==> src/rtl/act_fetch_ctrl_pkg.sv <==
// Shared parameters for the activation fetch stage.
//   DATA_W_DEF  activation word width
//   ADDR_W_DEF  SRAM word address width
//   FIFO_D_DEF  output buffer depth (power of 2, >= 2)
//   PEND_W_DEF  outstanding-request counter width
//   c_log_2()   ceiling log2, used for pointer and count widths
package act_fetch_ctrl_pkg;

   localparam int unsigned DATA_W_DEF = 64;
   localparam int unsigned ADDR_W_DEF = 10;
   localparam int unsigned FIFO_D_DEF = 4;
   localparam int unsigned PEND_W_DEF = 4;

   function automatic int unsigned c_log_2(input int unsigned v);
      int unsigned r;
      r = 0;
      for (int unsigned p = 1; p < v; p = p << 1) r++;
      return r;
   endfunction

endpackage

==> src/rtl/act_fetch_ctrl_if.sv <==
// SRAM read bus and PE-array valid/ready handshake of the activation fetch stage.
//   SRAM_RdEn/SRAM_RdAddr/SRAM_BankSel  read request, driven by the fetch stage
//   SRAM_RdDat                          read data, valid the cycle after SRAM_RdEn
//   PE_ActDat/PE_ActVld                 activation word offered to the PE array
//   PE_ActRdy                           PE array accepts the word
// master: fetch stage side; slave: SRAM + PE array side.
interface act_fetch_ctrl_if import act_fetch_ctrl_pkg::*; #(
   parameter int unsigned DATA_W = DATA_W_DEF,
   parameter int unsigned ADDR_W = ADDR_W_DEF
);
   logic              SRAM_RdEn;
   logic [ADDR_W-1:0] SRAM_RdAddr;
   logic              SRAM_BankSel;
   logic [DATA_W-1:0] SRAM_RdDat;
   logic [DATA_W-1:0] PE_ActDat;
   logic              PE_ActVld;
   logic              PE_ActRdy;

   modport master (
      output SRAM_RdEn, SRAM_RdAddr, SRAM_BankSel, PE_ActDat, PE_ActVld,
      input  SRAM_RdDat, PE_ActRdy
   );

   modport slave (
      input  SRAM_RdEn, SRAM_RdAddr, SRAM_BankSel, PE_ActDat, PE_ActVld,
      output SRAM_RdDat, PE_ActRdy
   );
endinterface

==> src/rtl/act_out_fifo.sv <==
// Synchronous FIFO buffering returned activation words (DATA_W x DEPTH).
//   clk, rst  clock / asynchronous active-high reset
//   push/din  write din at the clock edge (ignored when full without a pop)
//   pop       advance the head (ignored when empty)
//   dout      head word, straight from registered storage
//   count     number of stored words; empty/full flags derived from it
// Push and pop in the same cycle keep count unchanged, including when full.
module act_out_fifo import act_fetch_ctrl_pkg::*; #(
   parameter int unsigned DATA_W = DATA_W_DEF,
   parameter int unsigned DEPTH  = FIFO_D_DEF,
   localparam int unsigned PTR_W = c_log_2(DEPTH),
   localparam int unsigned CNT_W = PTR_W + 1
) (
   input  logic              clk,
   input  logic              rst,
   input  logic              push,
   input  logic              pop,
   input  logic [DATA_W-1:0] din,
   output logic [DATA_W-1:0] dout,
   output logic [CNT_W-1:0]  count,
   output logic              empty,
   output logic              full
);

   localparam logic [CNT_W-1:0] FULL_CNT = CNT_W'(DEPTH);

   logic [DATA_W-1:0] mem [DEPTH];
   logic [PTR_W-1:0]  wr_ptr;
   logic [PTR_W-1:0]  rd_ptr;
   logic              do_push;
   logic              do_pop;

   assign empty   = (count == '0);
   assign full    = (count == FULL_CNT);
   assign do_pop  = pop && !empty;
   assign do_push = push && (!full || do_pop);
   assign dout    = mem[rd_ptr];

   always_ff @(posedge clk or posedge rst) begin
      if (rst) begin
         mem    <= '{default: '0};
         wr_ptr <= '0;
         rd_ptr <= '0;
         count  <= '0;
      end else begin
         if (do_push) begin
            mem[wr_ptr] <= din;
            wr_ptr      <= wr_ptr + 1'b1;
         end
         if (do_pop) rd_ptr <= rd_ptr + 1'b1;
         if (do_push && !do_pop)      count <= count + 1'b1;
         else if (!do_push && do_pop) count <= count - 1'b1;
      end
   end

endmodule

==> src/rtl/act_fetch_ctrl.sv <==
// Activation fetch stage: turns controller fetch pulses into activation SRAM reads
// (1-cycle latency), buffers the returned words and hands them to the PE array over
// valid/ready. Each accepted word strobes CTRLACT_GetAct back to the controller.
//   clk, rst          clock / asynchronous active-high reset
//   CTRLACT_PlsFetch  fetch request pulse, one word per high cycle
//   CTRLACT_FnhFrm    frame finish: toggles the ping-pong bank, clears the address
//   CFG_NumAct        words per frame minus 1
//   CTRLACT_GetAct    one-cycle strobe per word accepted by the PE array
//   ERR_PendOvf       sticky: fetch pulse dropped at a saturated pending counter
//   bus               SRAM read bus + PE handshake (act_fetch_ctrl_if.master)
// A read issues the cycle after its pulse; PE_ActVld rises two cycles after the issue.
module act_fetch_ctrl import act_fetch_ctrl_pkg::*; #(
   parameter int unsigned DATA_W = DATA_W_DEF,
   parameter int unsigned ADDR_W = ADDR_W_DEF,
   parameter int unsigned FIFO_D = FIFO_D_DEF,
   parameter int unsigned PEND_W = PEND_W_DEF
) (
   input  logic              clk,
   input  logic              rst,
   input  logic              CTRLACT_PlsFetch,
   input  logic              CTRLACT_FnhFrm,
   input  logic [ADDR_W-1:0] CFG_NumAct,
   output logic              CTRLACT_GetAct,
   output logic              ERR_PendOvf,
   act_fetch_ctrl_if.master  bus
);

   localparam int unsigned     CNT_W   = c_log_2(FIFO_D) + 1;
   localparam logic [CNT_W-1:0] ALMOST = CNT_W'(FIFO_D - 1);

   logic [PEND_W-1:0] pending;
   logic              inflight;
   logic [ADDR_W-1:0] addr;
   logic              bank;
   logic              rd_en;
   logic              pop;
   logic [CNT_W-1:0]  fifo_cnt;
   logic              fifo_empty;
   logic              fifo_full;

   // Credit rule fifo_cnt + inflight < FIFO_D, split so the FIFO flags do the work:
   // room exists unless full, or one slot left that the in-flight word will take.
   assign rd_en = (pending != '0) && !fifo_full && !(inflight && (fifo_cnt == ALMOST));
   assign pop   = !fifo_empty && bus.PE_ActRdy;

   assign bus.SRAM_RdEn    = rd_en;
   assign bus.SRAM_RdAddr  = addr;
   assign bus.SRAM_BankSel = bank;
   assign bus.PE_ActVld    = !fifo_empty;
   assign CTRLACT_GetAct   = pop;

   always_ff @(posedge clk or posedge rst) begin
      if (rst) begin
         pending     <= '0;
         inflight    <= 1'b0;
         addr        <= '0;
         bank        <= 1'b0;
         ERR_PendOvf <= 1'b0;
      end else begin
         inflight <= rd_en;

         // A pulse coinciding with an issue leaves pending unchanged, even when saturated.
         if (CTRLACT_PlsFetch && !rd_en) begin
            if (pending == '1) ERR_PendOvf <= 1'b1;
            else               pending     <= pending + 1'b1;
         end else if (!CTRLACT_PlsFetch && rd_en) begin
            pending <= pending - 1'b1;
         end

         // Frame finish wins over increment; a read issued this cycle already used old addr/bank.
         if (CTRLACT_FnhFrm) begin
            addr <= '0;
            bank <= ~bank;
         end else if (rd_en) begin
            addr <= (addr == CFG_NumAct) ? '0 : addr + 1'b1;
         end
      end
   end

   // The SRAM returns data the cycle after an issue; inflight marks that cycle as a push.
   act_out_fifo #(
      .DATA_W (DATA_W),
      .DEPTH  (FIFO_D)
   ) u_fifo (
      .clk   (clk),
      .rst   (rst),
      .push  (inflight),
      .pop   (pop),
      .din   (bus.SRAM_RdDat),
      .dout  (bus.PE_ActDat),
      .count (fifo_cnt),
      .empty (fifo_empty),
      .full  (fifo_full)
   );

endmodule

==> src/flat_wrapper.sv <==
// flat-port wrapper written by rule: the top's interface ports become plain ports
module act_fetch_ctrl_flat import act_fetch_ctrl_pkg::*;
#(
   parameter int unsigned DATA_W = DATA_W_DEF,
   parameter int unsigned ADDR_W = ADDR_W_DEF,
   parameter int unsigned FIFO_D = FIFO_D_DEF,
   parameter int unsigned PEND_W = PEND_W_DEF
)
  (clk, rst, CTRLACT_PlsFetch, CTRLACT_FnhFrm, CFG_NumAct, CTRLACT_GetAct, ERR_PendOvf, bus_SRAM_RdEn, bus_SRAM_RdAddr, bus_SRAM_BankSel, bus_PE_ActDat, bus_PE_ActVld, bus_SRAM_RdDat, bus_PE_ActRdy);
  act_fetch_ctrl_if #(.DATA_W(DATA_W), .ADDR_W(ADDR_W)) bus_i ();
  input  logic clk;
  input  logic rst;
  input  logic CTRLACT_PlsFetch;
  input  logic CTRLACT_FnhFrm;
  input  logic [ADDR_W-1:0] CFG_NumAct;
  output logic CTRLACT_GetAct;
  output logic ERR_PendOvf;
  output wire logic [$bits(bus_i.SRAM_RdEn)-1:0] bus_SRAM_RdEn;
  output wire logic [$bits(bus_i.SRAM_RdAddr)-1:0] bus_SRAM_RdAddr;
  output wire logic [$bits(bus_i.SRAM_BankSel)-1:0] bus_SRAM_BankSel;
  output wire logic [$bits(bus_i.PE_ActDat)-1:0] bus_PE_ActDat;
  output wire logic [$bits(bus_i.PE_ActVld)-1:0] bus_PE_ActVld;
  input wire logic [$bits(bus_i.SRAM_RdDat)-1:0] bus_SRAM_RdDat;
  input wire logic [$bits(bus_i.PE_ActRdy)-1:0] bus_PE_ActRdy;
  assign bus_SRAM_RdEn = bus_i.SRAM_RdEn;
  assign bus_SRAM_RdAddr = bus_i.SRAM_RdAddr;
  assign bus_SRAM_BankSel = bus_i.SRAM_BankSel;
  assign bus_PE_ActDat = bus_i.PE_ActDat;
  assign bus_PE_ActVld = bus_i.PE_ActVld;
  assign bus_i.SRAM_RdDat = bus_SRAM_RdDat;
  assign bus_i.PE_ActRdy = bus_PE_ActRdy;
  act_fetch_ctrl #(.DATA_W(DATA_W), .ADDR_W(ADDR_W), .FIFO_D(FIFO_D), .PEND_W(PEND_W)) u_core (.clk(clk), .rst(rst), .CTRLACT_PlsFetch(CTRLACT_PlsFetch), .CTRLACT_FnhFrm(CTRLACT_FnhFrm), .CFG_NumAct(CFG_NumAct), .CTRLACT_GetAct(CTRLACT_GetAct), .ERR_PendOvf(ERR_PendOvf), .bus(bus_i));
endmodule
==> config.mk <==
export PLATFORM = sky130hd
export DESIGN_NAME = act_fetch_ctrl_flat
export DESIGN_NICKNAME = d
export VERILOG_FILES = /design/src/rtl/act_fetch_ctrl_pkg.sv /design/src/rtl/act_fetch_ctrl_if.sv /design/src/rtl/act_out_fifo.sv /design/src/rtl/act_fetch_ctrl.sv /design/src/flat_wrapper.sv
export SDC_FILE = /design/constraint.sdc
export NUM_CORES = 1
export LEC_CHECK = 0
export BUFFER_PORTS_ARGS = -buffer_cell sky130_fd_sc_hd__buf_2
export CAP_MARGIN = 20
export CORE_ASPECT_RATIO = 1.75
export CORE_MARGIN = 2
export CORE_UTILIZATION = 53
export DETAILED_ROUTE_END_ITERATION = 7
export GPL_TIMING_DRIVEN = 0
export PLACE_DENSITY = 0.76
export SLEW_MARGIN = 30
export SYNTH_ARGS = -nofsm -noshare
export SYNTH_HDL_FRONTEND = slang
export SYNTH_SLANG_ARGS = --single-unit
==> constraint.sdc <==
create_clock -name clk -period 8.1 [get_ports clk]
set_input_delay 0.81 -clock clk [delete_from_list [all_inputs] [get_ports clk]]
set_output_delay 0.81 -clock clk [all_outputs]
set_load 0.02 [all_outputs]
==> flow_summary.toml, run 1 <==
[run_status]
status = "finished, final reports clean"

[clocking]
cts_setup_buffers = 0
cts_made_buffers = 27
htree_num_levels = 1
cts_tree = "yes"
ctsResizeCount = 0
cts-hold-fix-buffers = 0
clk_pin_slew_ns = 0.07
clkLatencyLatePin_ns = 0.55
clockRootBuffer = "clkbuf_16"
cts_buffer_depth = 3
cts_sinks = 280

[sta]
fin_crit_ns = 3.55
setup_viol = 0
fmax_ghz = 0.282
finalCritPeriodShare_pct = 43.8
slew_violations = 0
skew_ns = 0.0180
rsz0062_at_grt = "no"
hold_viol = 0
holdWs_ns = 0.327
fin_ws_ns = 4.55
worst_pin_slew_ns = 0.817
tns_ns = 0
relSlewSlack_pct = 45.5

[setup_path]
arrival_ns = 2.74
startpoint = "u_core.u_fifo.rd_ptr[1]"
critical-path-max-stage-delay_ns = 0.62
crit_fanout = 10
path_buf_inv = 3
crit_path_start_kind = "flop"
critPathKind = "reg2out"
ff2ff_setup_slack_ns = 5.39
cp.depth = 4
crit-reg2reg-capture = "u_core.pending[3]"
crit_top_cell = "clkbuf_1"
rr_worst_depth = 9
cpLargestDelayFamily = "buffers and inverters"
cpMaxStageDelayCell = "clkbuf_1"
worstSetupEndpoint = "bus_PE_ActDat[9]"
timing.rr.start = "u_core.pending[0]"
crit_required_ns = 7.29
cp_cell_sequence = "clkbuf_1 -> clkbuf_1 -> mux4_2 -> buf_2"
end_kind = "output port"

[global_route]
grt_pass1_wl_um = 46200
grt_max_degree = 31
track_usage_pct = 21.0
grt_pass1_vias = 8274
antenna_found_initial = 1
grt.overflow.total = 0

[logic_synthesis]
synth_area_leaders = "dfrtp_1 (51%), mux2_4 (26%), mux4_2 (10%), buf_12 (3.6%), mux2_2 (1.4%)"
synth_flop_cell = "dfrtp_1"
synth_edf_count = 0
ys_async_sr_fraction_pct = 100
yosysTopAreaCell = "dfrtp_1"
synth_commonest_cells = "dfrtp_1 (280), mux2_4 (241), mux4_2 (64), buf_12 (25), nand2_1 (20)"
synth_area_sq_um = 13700
avgSynthCellArea_sq_um = 17.8
synth_most_common_cell = "dfrtp_1"
synth_fp_nets = 861
synth_top_area_share_pct = 51.0
yosysWarnings = 0
synth-seq-area-share_pct = 51.0
yosys_register_bits = 280
ys_types = 42
synthCells = 772

[final_layout]
n_antenna_cell = 0
stdcell_count = 1308
drive_above_1_share_pct = 58.5
finalInstanceArea_sq_um = 16100
nets = 1056
final_util_pct = 62.6
syn_to_final_growth_pct = 17.0
fillerInstances = 1906

[routing]
first_iter_violations = 276
drtPass1Iterations = 4
routed_wl_um = 27600
route.detailed.drc = 0
ant_nets = 0
via_per_inst = 5.61
vias = 7336
wl_per_cell_um = 21.1

[placed_design]
pre_cts_ws_ns = 5.07
detailed_place_hpwl_um = 18700
routabilityCongestion = 0.769
dp.cells = 1258
place_area_sq_um = 15100
port_buffers = 156

[pwr]
p_int_mw = 5.29
p_per_area_nw_per_um2 = 497
p_leak_nw = 7.87
p_seq_share_pct = 31.7
power.share.clock_pct = 16.7
switching_share_pct = 33.9
peakVddDrop_uv = 291
pwr-share-comb_pct = 51.6
power.switching_mw = 2.71
total_power_mw = 8.00

[floorplanning]
start_util_pct = 53.5
die_h_um = 217
core_sq_um = 25700
io_pins = 158
rows = 78
dieArea_sq_um = 27300
die_w_um = 126

[worst_hold_path]
hold_class = "in2async"

[job]
max_cap_viol_count = 0
==> cells in the final DEF (no fill, tap or decap), types with 2 or more instances in the layout <==
master      count
clkbuf_2        2
bufinv_16       4
nand4b_1        2
buf_12         34
clkinv_2        8
dfrtp_1       280
and3_1          2
a21oi_1         6
mux2_4        241
nand2_8         4
ha_1            8
nand4_1         4
mux4_2         64
nand2_1        20
inv_1           5
and3b_1         3
o21ai_0         8
fa_1            2
mux2_2         17
xnor2_1         9
xor2_1         11
nor3b_1         2
nor4b_1         2
clkbuf_8        4
nor4_1          7
clkbuf_16      27
clkbuf_1       13
nor2_1          9
clkinvlp_4      3
buf_2         162
nand3_1         5
==> per-layer routing <==
metal	vias up	global-route usage [%]	share of wire, %	wire length (um)
met3	29	3.10	3.9	1090
met4	2	5.37	1.6	437
li1	3247	-	-	-
met2	115	36.9	54	14800
met5	-	0	0.047	13
met1	3943	27.5	41	11200
==> worst reg2reg max path: cells and delay by family, from the launching register on <==
family                     cells  cell delay [ns]
and+or+nand+nor                3             0.88
DFF                            1             0.46
xor gates and xnor gates       1             0.14
muxes                          1             0.25
buffers and inverters          1             0.26
adders and majority gates      1             0.30
AOI/OAI and AO/OA              2             0.35
==> layout make-up <==
type | count | area (sq um) | area share [%]
clock buffer | 34 | 742 | 4.62
clock inverter | 16 | 193 | 1.20
inverter | 6 | 26.3 | 0.163
multi-input combinational | 442 | 6130 | 38.2
timing repair buffer | 166 | 988 | 6.15
buffer | 44 | 582 | 3.62
tap | 320 | 400 | 2.49
sequential | 280 | 7010 | 43.6
==> logic make-up after synthesis <==
logic type / synth area share (%)
AOI/OAI and AO/OA: 0.847
xor gates and xnor gates: 1.27
adders and majority gates: 1.02
buffers and inverters: 4.38
DFF: 51.0
muxes: 38.3
and+or+nand+nor: 3.21
==> how the worst min path moves through the flow <==
stage | to | cells past startpoint
finish | u_core.u_fifo.mem[7] | 2
global route | u_core.ERR_PendOvf | 2
CTS | u_core.bus.SRAM_RdAddr[8] | 2
detailed placement | u_core.bus.SRAM_BankSel | 1
global placement | u_core.ERR_PendOvf | 1
floorplan | u_core.u_fifo.count[2] | 1
==> sequential cells by signal, summed over array words and instances (netlist names) <==
| signal | flops |
|---|---|
| u_core.ERR_PendOvf | 1 |
| u_core.bus.SRAM_BankSel | 1 |
| u_core.bus.SRAM_RdAddr | 10 |
| u_core.inflight | 1 |
| u_core.pending | 4 |
| u_core.u_fifo.count | 3 |
| u_core.u_fifo.mem | 256 |
| u_core.u_fifo.rd_ptr | 2 |
| u_core.u_fifo.wr_ptr | 2 |
==> power groups by stage <==
stage	clock [mW]	combinational, mW	sequential (mW)
after floorplan	0	3.36	2.41
after CTS	1.37	4.20	2.53
after detailed placement	0	4.18	2.53
after global placement	0	4.11	2.51
final	1.33	4.13	2.53
after global routing	1.42	4.40	2.62
Note: power is estimated with default switching activity, not from simulation.
==> run 2: changes to the inputs <==
Settings changed: CORE_UTILIZATION 53 to 59, PLACE_DENSITY 0.76 to 0.8.
Clock period 8.1 ns to 3.3 ns, I/O delays scaled along.
==> run 2 against run 1 <==
  * Cell count decreased by 1.6%
  * Clock skew decreased by 0.0020 ns
  * Non-clock buffer count increased by 2
  * Global-route usage increased by 2.8 points
  * Combinational power increased by 150%
  * Count of clock-buffer cells in the layout increased by 5
  * Via count decreased by 0.50%
  * Design area increased by 0.42%
  * Setup slack got worse by 4.2 ns
  * Sequential power increased by 150%
  * Critical path type unchanged
==> flow_summary.toml, run 2 (synthesized netlist as in run 1, its figures left out) <==
[sta]
worst_pin_slew_ns = 0.711
slew_violations = 0
fin_ws_ns = 0.334
rsz0062_at_grt = "no"
finalCritPeriodShare_pct = 89.9
hold_viol = 0
fmax_ghz = 0.337
holdWs_ns = 0.0749
skew_ns = 0.0161
setup_viol = 0
relSlewSlack_pct = 52.6
fin_crit_ns = 2.97

[final_layout]
drive_above_1_share_pct = 58.5
syn_to_final_growth_pct = 17.4
finalInstanceArea_sq_um = 16100
stdcell_count = 1287
final_cell_mix = "dfrtp_1 (280), mux2_4 (241), buf_2 (162)"
nets = 1058
largest-register = "u_core.u_fifo.mem"
final_common_cell = "dfrtp_1"
largest_register_ff_count = 256
n_antenna_cell = 0

[routing]
wl_per_cell_um = 21.9
routed_wl_um = 28200
via_per_inst = 5.67
drtPass1Iterations = 4
first_iter_violations = 412
route.detailed.drc = 0
ant_nets = 0
vias = 7299

[setup_path]
cp_cell_sequence = "clkbuf_1 -> clkbuf_1 -> mux4_2 -> buf_2"
critical-path-max-stage-delay_ns = 0.61
crit_path_start_kind = "flop"
cpLargestDelayFamily = "buffers and inverters"
critPathKind = "reg2out"
end_kind = "output port"
crit_required_ns = 2.97
cpMaxStageDelayCell = "clkbuf_1"
crit_fanout = 10
crit_top_cell = "clkbuf_1"
path_buf_inv = 3
arrival_ns = 2.64

[pwr]
switching_share_pct = 33.8
p_leak_nw = 7.92
p_per_area_nw_per_um2 = 1230
p_seq_share_pct = 31.4
power.share.clock_pct = 17.3
peakVddDrop_uv = 768
p_int_mw = 13.2
power.switching_mw = 6.73
pwr-share-comb_pct = 51.3
total_power_mw = 19.9

[run_status]
status = "finished, final reports clean"

[clocking]
clockRootBuffer = "clkbuf_16"
cts_made_buffers = 27
cts_buffer_depth = 3
cts_tree = "yes"
clk_pin_slew_ns = 0.07
clkLatencyLatePin_ns = 0.53
ctsResizeCount = 0
htree_num_levels = 1
cts_sinks = 280

[floorplanning]
io_pins = 158
dieArea_sq_um = 24600
die_w_um = 119
start_util_pct = 60.2
rows = 73
die_h_um = 206
core_sq_um = 22800

[job]
max_cap_viol_count = 0

[global_route]
track_usage_pct = 23.8
grt_max_degree = 31
grt_pass1_wl_um = 46500
grt_pass1_vias = 8235
grt.overflow.total = 0
antenna_found_initial = 0

[placed_design]
dp.cells = 1239
detailed_place_hpwl_um = 19000
port_buffers = 156
place_area_sq_um = 15100
pre_cts_ws_ns = 0.601
routabilityCongestion = 0.798

[worst_hold_path]
hold_class = "in2reg"
-- run 2: changes by cell type in the layout (fill, tap and decap cells not counted), sizes merged --
cell         change
buf              +1
dlygate4sd3      +1
clkbuf           +5
bufinv           +1
clkinvlp         -2
clkinv           -7
-- run 2: path summary, 6_finish.rpt --
kind                                         start                endpoint  slack [ns]  cells after the start
hold reg to reg                 u_core.ERR_PendOvf      u_core.ERR_PendOvf        0.47                      1
setup / recovery           u_core.u_fifo.rd_ptr[1]       bus_PE_ActDat[50]        0.33                      4
hold / removal                  bus_SRAM_RdDat[32]  u_core.u_fifo.mem[224]        0.07                      2
max in group asynchronous                      rst   u_core.u_fifo.mem[28]        1.91                      7
setup reg to reg                 u_core.pending[0]       u_core.pending[3]        0.62                      9
min in group asynchronous                      rst  u_core.u_fifo.mem[199]        0.31                      3
-- run 2: repair_timing --
| action | in CTS | in global routing |
|---|---|---|
| endpoints found under the hold margin | 7 | 0 |
| hold buffers | 1 | 0 |
| buffers inserted | 0 | 0 |
-- run 2: power by group through the flow --
stage,Clock (mW),Sequential (mW),Combinational (mW)
3_5_place_dp,0,6.24,10.3
4_1_cts,3.49,6.24,10.3
3_3_place_gp,0,6.15,10.1
5_1_grt,3.62,6.46,10.8
6_report,3.44,6.26,10.2
2_1_floorplan,0,5.92,8.24
-- run 2: stage by stage --
| stage | TNS (ns) | util, % |
|---|---|---|
| floorplan | -206.45 | - |
| global placement | -656.11 | 65.3 |
| detailed placement | 0 | 66.3 |
| CTS | 0 | 70.7 |
| global route | 0 | 70.7 |
| finish | 0 | 70.7 |
-- run 2: layout make-up --
class                           count  area, sq um
Clock buffer                       39          821
Tap cell                          300          375
Sequential cell                   280         7010
Inverter                            6         26.3
Buffer                             44          582
Multi-Input combinational cell    442         6130
Fill cell                        1503         6690
Clock inverter                      8          169
Timing Repair Buffer              168         1030
-- run 2: worst reg2reg max path: stages (launching register included) --
cell	delay, ns
dfrtp_1	0.44
or4_1	0.57
nand3_2	0.16
buf_2	0.26
nand2_1	0.16
ha_1	0.30
a21o_1	0.15
a21oi_1	0.19
mux2i_1	0.24
xnor2_1	0.13
-- run 2: per-layer routing --
metal	up-vias	share of wire [%]	routed length, um	global-route usage [%]
met3	42	4.5	1260	3.42
li1	3248	-	-	-
met5	-	0	0	0
met2	193	53	15000	43.0
met4	0	1.8	513	4.92
met1	3816	40	11400	30.8
==> run 3: changes to the inputs <==
Settings changed: PLACE_DENSITY 0.8 to 0.87.
==> run 3 against run 2 <==
  * Hold slack lost 0.012 ns
  * Power shrank 1.2%
  * Setup slack lost 0.092 ns
  * Critical path type unchanged
==> flow_summary.toml, run 3 (synthesized netlist as in run 1, its figures left out) <==
[run_status]
status = "finished, final reports clean"

[routing]
wl_per_cell_um = 22.4
via_per_inst = 5.72
drtPass1Iterations = 4
first_iter_violations = 341
routed_wl_um = 28900
route.detailed.drc = 0
ant_nets = 0
wl_met1_um = 11300
dr_wl_met2_um = 15800
top_layer = "met4"
routed-wl-met3_um = 988
vias = 7371

[placed_design]
routabilityCongestion = 0.768
place_area_sq_um = 15100
port_buffers = 156
detailed_place_hpwl_um = 19500

[setup_path]
crit_required_ns = 2.97
arrival_ns = 2.73
rr_worst_depth = 9
ff2ff_setup_slack_ns = 0.49
crit_top_cell = "clkbuf_1"
crit-reg2reg-capture = "u_core.pending[3]"
crit_path_start_kind = "flop"
timing.rr.start = "u_core.pending[0]"
critical-path-max-stage-delay_ns = 0.62
crit_fanout = 10
end_kind = "output port"
path_buf_inv = 3
cpMaxStageDelayCell = "clkbuf_1"
cp_cell_sequence = "clkbuf_1 -> clkbuf_1 -> mux4_2 -> buf_2"
critPathKind = "reg2out"
cpLargestDelayFamily = "buffers and inverters"

[final_layout]
largest-register = "u_core.u_fifo.mem"
syn_to_final_growth_pct = 16.4
largest_register_ff_count = 256
area.sequential_sq_um = 7010
fillerInstances = 1503
final_common_cell = "dfrtp_1"
multi_input_area_sq_um = 6130
nets = 1057
final_cell_mix = "dfrtp_1 (280), mux2_4 (241), buf_2 (162)"
finalInstanceArea_sq_um = 16000
drive_above_1_share_pct = 57.9
final_util_pct = 70.1

[global_route]
grt_pass1_vias = 8501
grt.overflow.total = 0
grt_max_degree = 32
antenna_found_initial = 3
grt_pass1_wl_um = 47500
track_usage_pct = 24.7

[pwr]
peakVddDrop_uv = 845
p_per_area_nw_per_um2 = 1230
p_leak_nw = 7.84

[sta]
fin_crit_ns = 3.06
setup_viol = 0
holdWs_ns = 0.0630
worst_pin_slew_ns = 0.925
relSlewSlack_pct = 38.3
slew_violations = 0
rsz0062_at_grt = "no"
hold_viol = 0
skew_ns = 0.0136
fmax_ghz = 0.327
finalCritPeriodShare_pct = 92.7

[clocking]
clockRootBuffer = "clkbuf_16"
cts_sinks = 280
cts_setup_buffers = 0
clk_pin_slew_ns = 0.06
cts_made_buffers = 27
clkLatencyLatePin_ns = 0.55
htree_num_levels = 1
cts-hold-fix-buffers = 1
cts_tree = "yes"
ctsResizeCount = 0
cts_buffer_depth = 3

[worst_hold_path]
worstHoldStart = "bus_SRAM_RdDat[60]"
hold_class = "in2reg"
holdPathEnd = "u_core.u_fifo.mem[60]"
whs_path_depth = 2

[floorplanning]
die_h_um = 206
die_w_um = 119
dieArea_sq_um = 24600
start_util_pct = 60.2
io_pins = 158
core_sq_um = 22800
rows = 73

[job]
max_cap_viol_count = 0
run 3: cell types whose count changed in the layout (fill, tap and decap cells not counted):
cell / delta
clkbuf_8: -4
clkinv_2: +2
buf_12: +1
clkbuf_1: +4
buf_1: +1
clkbuf_2: -1
buf_16: -2
bufinv_16: -3
clkinvlp_4: +1
diode_2: +3
run 3: power by group:
group          internal (mW)  switching (mW)  total [mW]
registers               5.21            1.06        6.27
logic                   5.87            4.41        10.3
clock network           1.79            1.33        3.12
total                   12.9            6.80        19.7
run 3: how the worst max path moves through the flow:
stage               cells past startpoint                     from  slack (ns)               endpoint
floorplan                               1                      rst       -0.74     u_core.ERR_PendOvf
finish                                  4  u_core.u_fifo.rd_ptr[1]        0.24      bus_PE_ActDat[48]
global placement                        2                      rst       -2.26  u_core.u_fifo.mem[26]
global route                            4  u_core.u_fifo.rd_ptr[1]        0.14      bus_PE_ActDat[38]
detailed placement                      9        u_core.pending[0]        0.51      u_core.pending[3]
CTS                                     4  u_core.u_fifo.rd_ptr[1]        0.19      bus_PE_ActDat[38]
run 3: area by class of cell:
class                   count  share of cell area, %
multi-input cells         442                   38.3
plain buffers              44                   3.63
clock buffers              39                   4.88
flip-flops and latches    280                   43.8
inverters                   6                  0.164
repair buffers            167                   6.19
clock inverters             8                  0.602
diodes                      3                 0.0469
well taps                 300                   2.35
run 3: metrics by stage:
step	instances	power, mW	setup WS (ns)	TNS [ns]
floorplan	772	14.2	-0.737	-206.45
global placement	1228	16.2	-2.26	-623.16
detailed placement	1238	16.6	0.508	0
CTS	1286	19.8	0.195	0
global route	1289	20.6	0.138	0
finish	1289	19.7	0.241	0
run 3: routing by layer:
metal	global-route usage, %	vias up
li1	-	3243
met1	30.7	3915
met2	44.4	159
met3	2.81	54
met4	9.54	0
met5	0	-
